File: config.mk
export PLATFORM = sky130hd
export DESIGN_NAME = merlin_ibus_rsp32
export DESIGN_NICKNAME = d
export VERILOG_FILES = /design/src/rtl/merlin_ibus_rsp32.sv
export SDC_FILE = /design/constraint.sdc
export NUM_CORES = 1
export LEC_CHECK = 0
export BUFFER_PORTS_ARGS = -buffer_cell sky130_fd_sc_hd__buf_2
export CAP_MARGIN = 20
export CORE_ASPECT_RATIO = 1.75
export CORE_MARGIN = 2
export CORE_UTILIZATION = 45
export DETAILED_ROUTE_END_ITERATION = 8
export PLACE_DENSITY = 0.74
export REMOVE_ABC_BUFFERS = 1
export SLEW_MARGIN = 30
export SYNTH_ARGS = -nofsm -noshare
export SYNTH_HDL_FRONTEND = slang
export SYNTH_SLANG_ARGS = --single-unit
export TNS_END_PERCENT = 100
File: constraint.sdc
create_clock -name clk_i -period 2 [get_ports clk_i]
set_input_delay 0.4 -clock clk_i [delete_from_list [all_inputs] [get_ports clk_i]]
set_output_delay 0.4 -clock clk_i [all_outputs]
set_load 0.02 [all_outputs]
File: src/rtl/merlin_ibus_rsp32.sv
// merlin_ibus_rsp32 -- instruction-bus fetch responder.
// Accepts 32-bit fetch requests and reads a fixed-latency word memory.
// Responses are returned in order through a credit-guarded FIFO.
// Optional: define MERLIN_IBUS_RSP_HPL_CHECK_EN to reject requests whose
// privilege level is below C_MIN_HPL. Without it, ireqhpl_i is ignored.
module merlin_ibus_rsp32 #(
  parameter int unsigned C_MEM_LATENCY = 1,
  parameter int unsigned C_RSP_DEPTH_X = 2,
  parameter int unsigned C_MEM_ADDR_W  = 12,
  parameter logic [31:0] C_BASE_ADDR   = 32'b0,
  parameter logic [1:0]  C_MIN_HPL     = 2'b00
) (
  input  logic                    clk_i,
  input  logic                    resetb_i,
  input  logic                    clk_en_i,
  output logic                    ireqready_o,
  input  logic                    ireqvalid_i,
  input  logic [1:0]              ireqhpl_i,
  input  logic [31:0]             ireqaddr_i,
  input  logic                    irspready_i,
  output logic                    irspvalid_o,
  output logic                    irsprerr_o,
  output logic [31:0]             irspdata_o,
  output logic                    mem_en_o,
  output logic                    mem_rd_o,
  output logic [C_MEM_ADDR_W-1:0] mem_addr_o,
  input  logic [31:0]             mem_rdata_i
);

  localparam int unsigned LP_DEPTH = 1 << C_RSP_DEPTH_X;
  localparam int unsigned LP_CW    = C_RSP_DEPTH_X + 1;
  localparam int unsigned LP_L     = C_MEM_LATENCY;

  logic [31:0]              w_offset;
  logic                     w_in_win;
  logic                     w_hpl_ok;
  logic                     w_ok;
  logic                     w_accept;
  logic                     w_pop;
  logic                     w_land;
  logic [31:0]              w_land_data;
  logic                     w_empty;

  logic [LP_CW-1:0]         r_credit;
  logic [LP_L-1:0]          r_vld;
  logic [LP_L-1:0]          r_err;
  logic [LP_CW-1:0]         r_wptr;
  logic [LP_CW-1:0]         r_rptr;
  logic [31:0]              r_fifo_data [LP_DEPTH];
  logic                     r_fifo_err  [LP_DEPTH];

  // Window decode and privilege check for the presented request
  always_comb begin
    w_offset = ireqaddr_i - C_BASE_ADDR;
    w_in_win = (ireqaddr_i >= C_BASE_ADDR) &&
               (w_offset[31:C_MEM_ADDR_W+2] == '0);
`ifdef MERLIN_IBUS_RSP_HPL_CHECK_EN
    w_hpl_ok = (ireqhpl_i >= C_MIN_HPL);
`else
    w_hpl_ok = 1'b1;
`endif
    w_ok = w_in_win & w_hpl_ok;
  end

`ifndef MERLIN_IBUS_RSP_HPL_CHECK_EN
  logic w_unused_hpl;
  assign w_unused_hpl = ^{ireqhpl_i, C_MIN_HPL};
`endif
  logic w_unused_off;
  assign w_unused_off = ^w_offset[1:0];

  // Handshakes, memory strobe and FIFO head presentation
  always_comb begin
    ireqready_o = (r_credit < LP_CW'(LP_DEPTH)) & clk_en_i;
    w_accept    = ireqvalid_i & ireqready_o;
    mem_en_o    = clk_en_i;
    mem_rd_o    = w_accept & w_ok & resetb_i;
    mem_addr_o  = w_offset[C_MEM_ADDR_W+1:2];
    w_empty     = (r_wptr == r_rptr);
    irspvalid_o = ~w_empty;
    irsprerr_o  = w_empty ? 1'b0 : r_fifo_err[r_rptr[C_RSP_DEPTH_X-1:0]];
    irspdata_o  = w_empty ? '0 : r_fifo_data[r_rptr[C_RSP_DEPTH_X-1:0]];
    w_pop       = irspvalid_o & irspready_i & clk_en_i;
    w_land      = r_vld[LP_L-1] & clk_en_i;
    w_land_data = r_err[LP_L-1] ? '0 : mem_rdata_i;
  end

  // Latency tracker: one stage per memory cycle, plus credit and pointers
  always_ff @(posedge clk_i or negedge resetb_i) begin
    if (!resetb_i) begin
      r_credit <= '0;
      r_vld    <= '0;
      r_err    <= '0;
      r_wptr   <= '0;
      r_rptr   <= '0;
    end else if (clk_en_i) begin
      r_vld[0] <= w_accept;
      r_err[0] <= w_accept & ~w_ok;
      for (int unsigned i = 1; i < LP_L; i++) begin
        r_vld[i] <= r_vld[i-1];
        r_err[i] <= r_err[i-1];
      end
      if (w_accept && !w_pop)
        r_credit <= r_credit + 1'b1;
      else if (!w_accept && w_pop)
        r_credit <= r_credit - 1'b1;
      if (w_land)
        r_wptr <= r_wptr + 1'b1;
      if (w_pop)
        r_rptr <= r_rptr + 1'b1;
    end
  end

  // FIFO storage; contents are only visible through valid pointers
  always_ff @(posedge clk_i) begin
    if (w_land) begin
      r_fifo_data[r_wptr[C_RSP_DEPTH_X-1:0]] <= w_land_data;
      r_fifo_err[r_wptr[C_RSP_DEPTH_X-1:0]]  <= r_err[LP_L-1];
    end
  end

endmodule

* Yosys cells after proc, flatten, opt, wreduce, memory -nomap -nowiden
Memory sizes are Yosys's and may differ from the RTL's.
Index checks and enable logic that the tools add are counted.
** Storage, ports and cells
- Word-level logic and storage cells :: 41
- Bits in registers :: 11
- Memory bits (read-only) :: 0
- Bits in latches :: 0
- Output and inout port bits :: 49
- Input bits :: 71
- RAM bits :: 132
- Memories :: 2
** Cells by class
- Equality and inequality tests :: 1
- Bitwise gates (word level) :: 10
- Order comparisons :: 2
- Multipliers :: 0
- Reductions and logical operators :: 10
- Shifts and indexed selects :: 0
- Div/mod/pow operators :: 0
- Mux-type cells :: 7
- $add $sub $neg :: 4
** Memories
- r_fifo_data :: depth 4, width 32, read ports 1, clocked after Yosys merged registers in 0, write ports 1, RTL line 49 : logic [31:0] r_fifo_data [LP_DEPTH];
- r_fifo_err :: depth 4, width 1, read ports 1, clocked after Yosys merged registers in 0, write ports 1, RTL line 50 : logic r_fifo_err [LP_DEPTH];
** Operators by type and width (count)
- $mux 32 :: 2
- $ge 32x1->1 const B :: 1
- $logic_not 18->1 :: 1
- $add 3x1->3 const B :: 3
- $and 1x1->1 :: 8
- $mux 3 :: 2
- $reduce_and 2->1 :: 3
- $eq 3x3->1 :: 1
- $logic_and 1x1->1 :: 3
- $lt 3x3->1 const B :: 1
- $mux 1 :: 3
- $sub 3x1->3 const B :: 1
- $logic_not 1->1 :: 2
- $not 1->1 :: 2
- $reduce_bool 2->1 :: 1

* Longest topological paths before layout
Gate-level depths: netlist of the first run.
- Depth after elaboration :: 8
- Depth in mapped cells :: 10
- Gate-level depth less buffers :: 9

* Least setup slack after synthesis of the first run
Ideal clock, no wire load.
- Path type :: input to output
- From :: input port ireqaddr_i[26]
- To :: output port mem_rd_o
- Path slack :: -0.032 ns
- Required time :: 1.600 ns
- Buffers on the path :: 0
- Data arrival time :: 1.632 ns
- Cell stages on the path :: 2
- Cells stage by stage :: or4_1 nor4_1
** Between the ends
- Word-level cells in the longest chain between the ends :: 4
- Elaborated cells on any way between the ends :: 5
- Those cells by class :: order compare: 1; bitwise: 2; reduce/logical: 2
** RTL lines
- start, declared :: RTL line 19 : input logic [31:0] ireqaddr_i,
- $ge 32x1->1 or $logic_not 18->1 (tied branches) :: RTL line 55, 56
- $logic_and 1x1->1 (*) :: RTL line 55 : w_in_win = (ireqaddr_i >= C_BASE_ADDR) &&
- $and 1x1->1 (*) (2 in series) :: RTL line 77 : mem_rd_o = w_accept & w_ok & resetb_i;
- end, declared :: RTL line 25 : output logic mem_rd_o,
Every way passes the cells marked *; elsewhere a longest branch is shown, timed or not.

* Worst setup path after layout of the first run
- From :: register r_rptr[0]
- To :: output port irspdata_o[31]
** Between the ends
- Word-level cells in the longest chain between the ends :: 2
- Elaborated cells on any way between the ends :: 3
- Those cells by class :: eq/ne: 1; mux: 1; memory: 1
** RTL lines
- start, declared :: RTL line 48 : logic [LP_CW-1:0] r_rptr;
- start signal, assigned :: RTL line 110 : r_rptr <= r_rptr + 1'b1;
- $mem_v2 4x32 or $eq 3x3->1 (tied branches)
- $mux 32 (*) :: RTL line 82 : irspdata_o = w_empty ? '0 : r_fifo_data[r_rptr[C_RSP_DEPTH_X-1:0]];
- end, declared :: RTL line 23 : output logic [31:0] irspdata_o,
Marks and branches as above.

==> qor.tcl, run 1 <==
set qor(run_status) {complete, but fails checks}
set qor(violated_checks) {negative setup slack}
set qor(grt_most_used_layer) {met2}
set qor(synth_area_um2) 6040
set qor(routed_wirelength_um) 11900
set qor(worst_case_headroom_to_the_max_slew_limit) 0.757
set qor(critPathBufInv) 4
set qor(slowest_stage) {dfrtp_2}
set qor(cts_sinks) 143
set qor(crit_arrival_ns) 1.92
set qor(worst_clock_skew_ns) 0.00633
set qor(post_route_cells_drive_above_1_share) 0.500
set qor(final_hold_vios) 0
set qor(detailed_route_via_count) 3209
set qor(p_leak_nw) 2.97
set qor(max_cap_viol_count) 0
set qor(gp_congestion) 0.729
set qor(yosysTopAreaCell) {edfxtp_1}
set qor(grt_first_pass_wirelength_um) 17700
set qor(yosys_top_cell_area_share) 0.656
set qor(min_period_over_period) 1.16
set qor(detail_route.first_pass.iterations) 4
set qor(cell_internal_pwr_mw) 8.79
set qor(num-nets-final) 519
set qor(worst_ep_required_time_ns) 1.60
set qor(cts_tree) {done}
set qor(setup.worst_path.class) {reg -> out}
set qor(path_delay_family) {buffers and inverters}
set qor(use_met3) 0.0436
set qor(post_drt_wl_per_cell_um) 19.0
set qor(n_fill_cell) 920
set qor(synth-seq-cells) 143
set qor(timing.final.crit_period_ns) 2.32
set qor(critical_path.startpoint_type) {flip-flop}
set qor(yosys.cell_types.count) 27
set qor(power_density_nw_per_um2) 1640
set qor(antennaDiodeCount) 0
set qor(first_global_vias) 3442
set qor(fp.dieW_um) 91.6
set qor(timing.fmax_mhz) 431
set qor(worstSkewPairLatency_ns) 0.41
set qor(coreArea_um2) 13200
set qor(pwr-share-seq) 0.301
set qor(yosys_warnings) 0
set qor(met2_usage) 0.313
set qor(clkTransAtPathRegs_ns) 0.06
set qor(slew_violations) 0
set qor(hold_path.class) {in -> reg}
set qor(synth-seq-area-share) 0.701
set qor(critPathMostFrequentCell) {buf_6}
set qor(netSwitchingPower_mw) 4.21
set qor(netSwitchingFraction) 0.324
set qor(comb_power_share) 0.460
set qor(port_buffers) 91
set qor(endpoint_kind) {output port}
set qor(number_of_antenna_violations_at_the_first_check_in_global_routing) 0
set qor(ant_nets_after_route) 0
set qor(floorplan.die_area_um2) 14400
set qor(post_synth_main_area_contributors) {edfxtp_1, mux4_2, nor2b_1}
set qor(cts_buffer_depth) 2
set qor(vertical_die_dimension_um) 157
set qor(worst_pin_slew_ns) 0.362
set qor(cts-root-buf) {clkbuf_16}
set qor(grt_use_met1) 0.173
set qor(initial_utilization) 0.456
set qor(drcViolationCount) 0
set qor(avgViaCountPerCell) 5.11
set qor(post-layout-total-power_mw) 13.0
set qor(worstPathCellList) {buf_6, xnor2_4, and3_4, buf_6, clkbuf_16, nor2b_1, buf_2}
set qor(timing.final.setup_violations) 35
set qor(max_stage_delay_ns) 0.43
set qor(detailed_route_iter0_violations) 147
set qor(irDropWorstVdd_mv) 1.09
set qor(rows) 56
set qor(avgSynthCellArea_um2) 18.7
set qor(unrepaired_setup_endpoints_after_global_routing) {yes}
set qor(final_core_density) 0.598
set qor(io_pins) 120
set qor(fin_ws_ns) -0.320
set qor(clock_power_share) 0.239
set qor(cts_inserted_buffers) 17
set qor(place_hpwl_um) 7100
set qor(groute.usage.overall) 0.167
set qor(clock_tree.htree_level_count) 4
set qor(layout_overhead_on_the_synthesized_area_pct) 30.9
set qor(netlist_instances) 323
set qor(crit_fanout) 5
set qor(gr-total-overflow) 0
set qor(grt_max_degree) 34
-- logic make-up (layout without fill, tap and decap cells) --
family / after synthesis / in the layout / synth area share
xor+xnor: 10 / 10 / 0.0145
mux: 36 / 36 / 0.131
fa+ha+maj: 7 / 7 / 0.0157
simple gates: 86 / 86 / 0.0899
flops: 143 / 143 / 0.701
compound gates: 5 / 5 / 0.00642
buf+inv: 36 / 167 / 0.0410
-- what timing repair did --
| item | in CTS | in global routing |
|---|---|---|
| pin swaps | 0 | 6 |
| hold buffers | 1 | 0 |
| gates resized for setup | 26 | 79 |
| setup buffers | 9 | 3 |
| hold endpoints to repair | 11 | 0 |
| cloned | 2 | 2 |
| endpoints found under the setup margin | 35 | 37 |
-- through the flow --
stage | setup slack (ns) | hold slack [ns] | instance area (um2) | setup TNS (ns) | std cells
global route | -0.363 | 0.367 | 7910 | -10.97 | 628
CTS | -0.347 | 0.333 | 7580 | -10.51 | 625
detailed placement | 0.00131 | 0.350 | 6750 | 0 | 581
floorplan | -1.25 | 0.104 | 5830 | -45.60 | 295
finish | -0.320 | 0.354 | 7910 | -9.04 | 628
global placement | 0.0552 | 0.349 | 6750 | 0 | 581
-- placed cells by master, fill, tap and decap left out, types with 2 or more instances in the layout --
master,synthesis,final
buf_2,3,67
ha_1,6,5
buf_4,15,20
nor2b_1,63,47
clkinv_4,0,2
inv_2,0,3
inv_6,0,2
clkinv_2,0,2
buf_12,0,10
clkinvlp_4,0,3
buf_6,7,25
bufinv_16,0,3
dfrtp_2,0,2
xnor2_2,0,3
clkbuf_16,0,19
nor2b_4,3,19
nand2_1,6,6
clkinv_1,0,2
and3_2,0,4
xnor2_1,6,2
inv_1,8,4
mux4_2,29,32
dfrtp_1,11,9
nor2_1,2,2
edfxtp_1,132,132
xor2_1,4,4
nor4_1,5,4
-- routing by layer --
metal  share of wire  wire [um]
met5               0          0
met2            0.58       6940
met4           0.018        216
met1            0.36       4300
met3           0.040        473
-- power groups by stage --
stage	Clock, mW	Sequential [mW]	Combinational (mW)
6_report	3.11	3.91	5.99
5_1_grt	3.30	3.94	6.35
4_1_cts	3.17	3.88	5.01
3_5_place_dp	0	3.95	4.32
3_3_place_gp	0	3.93	4.24
2_1_floorplan	0	4.19	2.50
-- synthesized netlist by cell type, drive strengths merged --
library cell and count:
nand2 6, xor2 4, fa 1, a221o 1
inv 8, nor2b 66, dfrtp 11, ha 6
xnor2 6, buf 25, nand3b 1, or4 1
nor2 2, a31oi 2, clkbuf 3, mux2 3
edfxtp 132, a21o 1, nor4 5, mux4 33
a311oi 1, and3 5
-- state kept, by name, summed over array words and instances, names as in the netlist --
name,flops
r_vld,1
r_fifo_err,4
r_fifo_data,128
r_wptr,3
r_rptr,3
r_credit,3
r_err,1
-- path summary, 6_finish.rpt --
kind	startpoint	end	slack [ns]	depth (start not counted)
hold / removal	ireqaddr_i[15]	r_err	0.35	4
setup reg to reg	r_rptr[0]	r_credit[1]	-0.02	8
min in group asynchronous	resetb_i	r_credit[2]	0.45	3
max in group asynchronous	resetb_i	r_rptr[0]	1.38	3
setup / recovery	r_rptr[0]	irspdata_o[31]	-0.32	7
hold reg to reg	r_credit[2]	r_credit[2]	0.51	1
-- layout make-up --
class	instances	area (um2)	share of cell area
flip-flops and latches	143	4240	0.536
multi-input cells	144	1760	0.222
repair buffers	127	1070	0.135
clock buffers	18	429	0.0542
well taps	174	218	0.0275
clock inverters	14	165	0.0209
inverters	8	32.5	0.00411
-- tightest hold or removal path, delay by kind of cell --
kind	cells	cell delay, ns
compound gates	1	0.14
buf+inv	1	0.07
simple gates	2	0.11
(Power assumes the default switching activity.)
==> run 2: changes to the inputs <==
--- a/config.mk
+++ b/config.mk
@@ -10,9 +10,11 @@
 export CORE_ASPECT_RATIO = 1.75
 export CORE_MARGIN = 2
 export CORE_UTILIZATION = 45
+export CTS_CLUSTER_SIZE = 20
 export DETAILED_ROUTE_END_ITERATION = 8
 export PLACE_DENSITY = 0.74
 export REMOVE_ABC_BUFFERS = 1
+export SKIP_CTS_REPAIR_TIMING = 1
 export SLEW_MARGIN = 30
 export SYNTH_ARGS = -nofsm -noshare
 export SYNTH_HDL_FRONTEND = slang
==> constraint.sdc (replaced) <==
create_clock -name clk_i -period 2.09 [get_ports clk_i]
set_input_delay 0.418 -clock clk_i [delete_from_list [all_inputs] [get_ports clk_i]]
set_output_delay 0.418 -clock clk_i [all_outputs]
set_load 0.02 [all_outputs]
==> run 2 against run 1 <==
The flow still finishes with violations (negative setup slack). Clock power shrank 6.4%. Via count shrank 2.3%. Clock-buffer cell count grew 1. Worst setup slack gained 0.035 ns. Core utilization shrank 3.4 points. Critical path depth shrank 3. Register-to-register slack lost 0.05 ns. Final cell count shrank 2.7%. First-iteration DRC count grew 46%. Hold slack gained 0.041 ns. Power shrank 14%. Routed wire length shrank 2.6%. Critical endpoint is now irspdata_o[29]. Highest routed layer unchanged.
==> qor.tcl, run 2 (synthesis results as in run 1) <==
set qor(post_drt_wl_per_cell_um) 19.0 ;# +0.13%
set qor(worst_clock_skew_ns) 0.00525 ;# -0.00108 ns
set qor(timing.final.setup_violations) 36 ;# +2.9%
set qor(cts_tree) {done}
set qor(port_buffers) 91 ;# unchanged
set qor(max_cap_viol_count) 0 ;# unchanged
set qor(layout_common_cells) {edfxtp_1, buf_2, nor2b_1}
set qor(detailed_route_iter0_violations) 214 ;# +46%
set qor(timing.final.crit_period_ns) 2.38
set qor(final_hold_vios) 0 ;# unchanged
set qor(crit_fanout) 8 ;# +3
set qor(ant_nets_after_route) 0 ;# unchanged
set qor(unrepaired_setup_endpoints_after_global_routing) {yes}
set qor(setup.worst_path.class) {reg -> out}
set qor(irDropWorstVdd_mv) 0.749 ;# -31%
set qor(power_density_nw_per_um2) 1500 ;# -8.6%
set qor(post_route_cells_drive_above_1_share) 0.432 ;# -0.0675
set qor(first_global_vias) 3349 ;# -2.7%
set qor(routed_wirelength_um) 11600 ;# -2.6%
set qor(totalNegativeSetupSlack_ns) -8.82 ;# +0.217 ns
set qor(detailed_route_via_count) 3136 ;# -2.3%
set qor(clkTransAtPathRegs_ns) 0.05 ;# about the same
set qor(largest_register_ffs) 128 ;# unchanged
set qor(cts_sinks) 143 ;# unchanged
set qor(p_leak_nw) 2.74 ;# -7.7%
set qor(worstRegToRegCells) 9 ;# +1
set qor(drcViolationCount) 0 ;# unchanged
set qor(gr-total-overflow) 0 ;# unchanged
set qor(worst_ep_required_time_ns) 1.67 ;# +0.07 ns
set qor(grt_first_pass_wirelength_um) 17100 ;# -3.8%
set qor(critical_path.startpoint_type) {flip-flop}
set qor(run_status) {complete, but fails checks}
set qor(timing.fmax_mhz) 421
set qor(endpoint_kind) {output port}
set qor(min_period_over_period) 1.14
set qor(hold_path.class) {in -> reg}
set qor(coreArea_um2) 13200 ;# unchanged
set qor(groute.usage.overall) 0.160 ;# -0.00760
set qor(worst_case_headroom_to_the_max_slew_limit) 0.672 ;# -0.0850
set qor(layout.cells.most_common) {edfxtp_1}
set qor(clock_tree.htree_level_count) 4 ;# unchanged
set qor(rows) 56 ;# unchanged
set qor(antennaDiodeCount) 0 ;# unchanged
set qor(violated_checks) {negative setup slack}
set qor(number_of_antenna_violations_at_the_first_check_in_global_routing) 0 ;# unchanged
set qor(floorplan.die_area_um2) 14400 ;# unchanged
set qor(vertical_die_dimension_um) 157 ;# unchanged
set qor(worstSkewPairLatency_ns) 0.40 ;# about the same
set qor(avgViaCountPerCell) 5.13 ;# +0.44%
set qor(fp.dieW_um) 91.6 ;# unchanged
set qor(cts_buffer_depth) 2 ;# unchanged
set qor(initial_utilization) 0.456 ;# unchanged
set qor(detail_route.first_pass.iterations) 4 ;# unchanged
set qor(io_pins) 120 ;# unchanged
set qor(n_fill_cell) 979 ;# +6.4%
set qor(num-nets-final) 503 ;# -3.1%
set qor(cts-root-buf) {clkbuf_16}
set qor(final_core_density) 0.564 ;# -0.0335
set qor(post-layout-total-power_mw) 11.2 ;# -14%
set qor(crit_arrival_ns) 1.96 ;# +0.04 ns
set qor(slew_violations) 0 ;# unchanged
set qor(worst_pin_slew_ns) 0.491 ;# +0.129 ns
set qor(grt_max_degree) 36 ;# +5.9%
set qor(gp_congestion) 0.734 ;# +0.60%
set qor(layout_overhead_on_the_synthesized_area_pct) 23.6
set qor(fin_ws_ns) -0.285 ;# +0.0347 ns
set qor(cts_inserted_buffers) 17 ;# unchanged
set qor(place_hpwl_um) 6900 ;# -2.8%
set qor(min_delay_path_depth) 3 ;# -1
-- run 2: final timing paths --
check | start | end | slack (ns)
max | r_rptr[0] | irspdata_o[29] | -0.29
min | clk_en_i | r_vld | 0.40
min in group asynchronous | resetb_i | r_err | 0.53
min reg2reg | r_rptr[2] | r_rptr[2] | 0.49
max reg2reg | r_rptr[0] | r_credit[2] | -0.07
max in group asynchronous | resetb_i | r_rptr[0] | 1.19
-- run 2: power breakdown --
part           total [mW]  switching [mW]  internal [mW]
Sequential           3.77           0.180           3.59
Clock                2.91            1.06           1.86
Combinational        4.55            2.42           2.12
-- run 2: worst max-delay path, stage by stage, from the launching register on --
cell and delay [ns]:
dfrtp_4 0.55, clkbuf_16 0.21, mux4_2 0.48, nor2b_1 0.15
buf_2 0.16
-- run 2: cell type report --
class	count	area, um2	share of cell area
clock buffer	19	433	0.0580
tap	174	218	0.0292
multi-input combinational	144	1590	0.213
timing repair buffer	111	810	0.108
sequential	143	4240	0.568
inverter	8	30.0	0.00402
clock inverter	12	145	0.0194
-- run 2: per-stage QoR --
step           instances  area, um2  setup slack [ns]  hold WS, ns
3_5_place_dp         575       6710            0.0266        0.305
3_3_place_gp         575       6710            0.0765        0.306
4_1_cts              606       7290            -0.367       -0.130
2_1_floorplan        295       5830             -1.18        0.122
6_report             611       7470            -0.285        0.395
5_1_grt              611       7470            -0.348        0.400
-- run 2: per-layer routing --
layer  routed length, um  up-vias  track usage
met3                 548       11       0.0460
li1                    -     1429            -
met4                 225        0       0.0707
met5                   0        -            0
met1                4270     1580        0.166
met2                6570      116        0.295
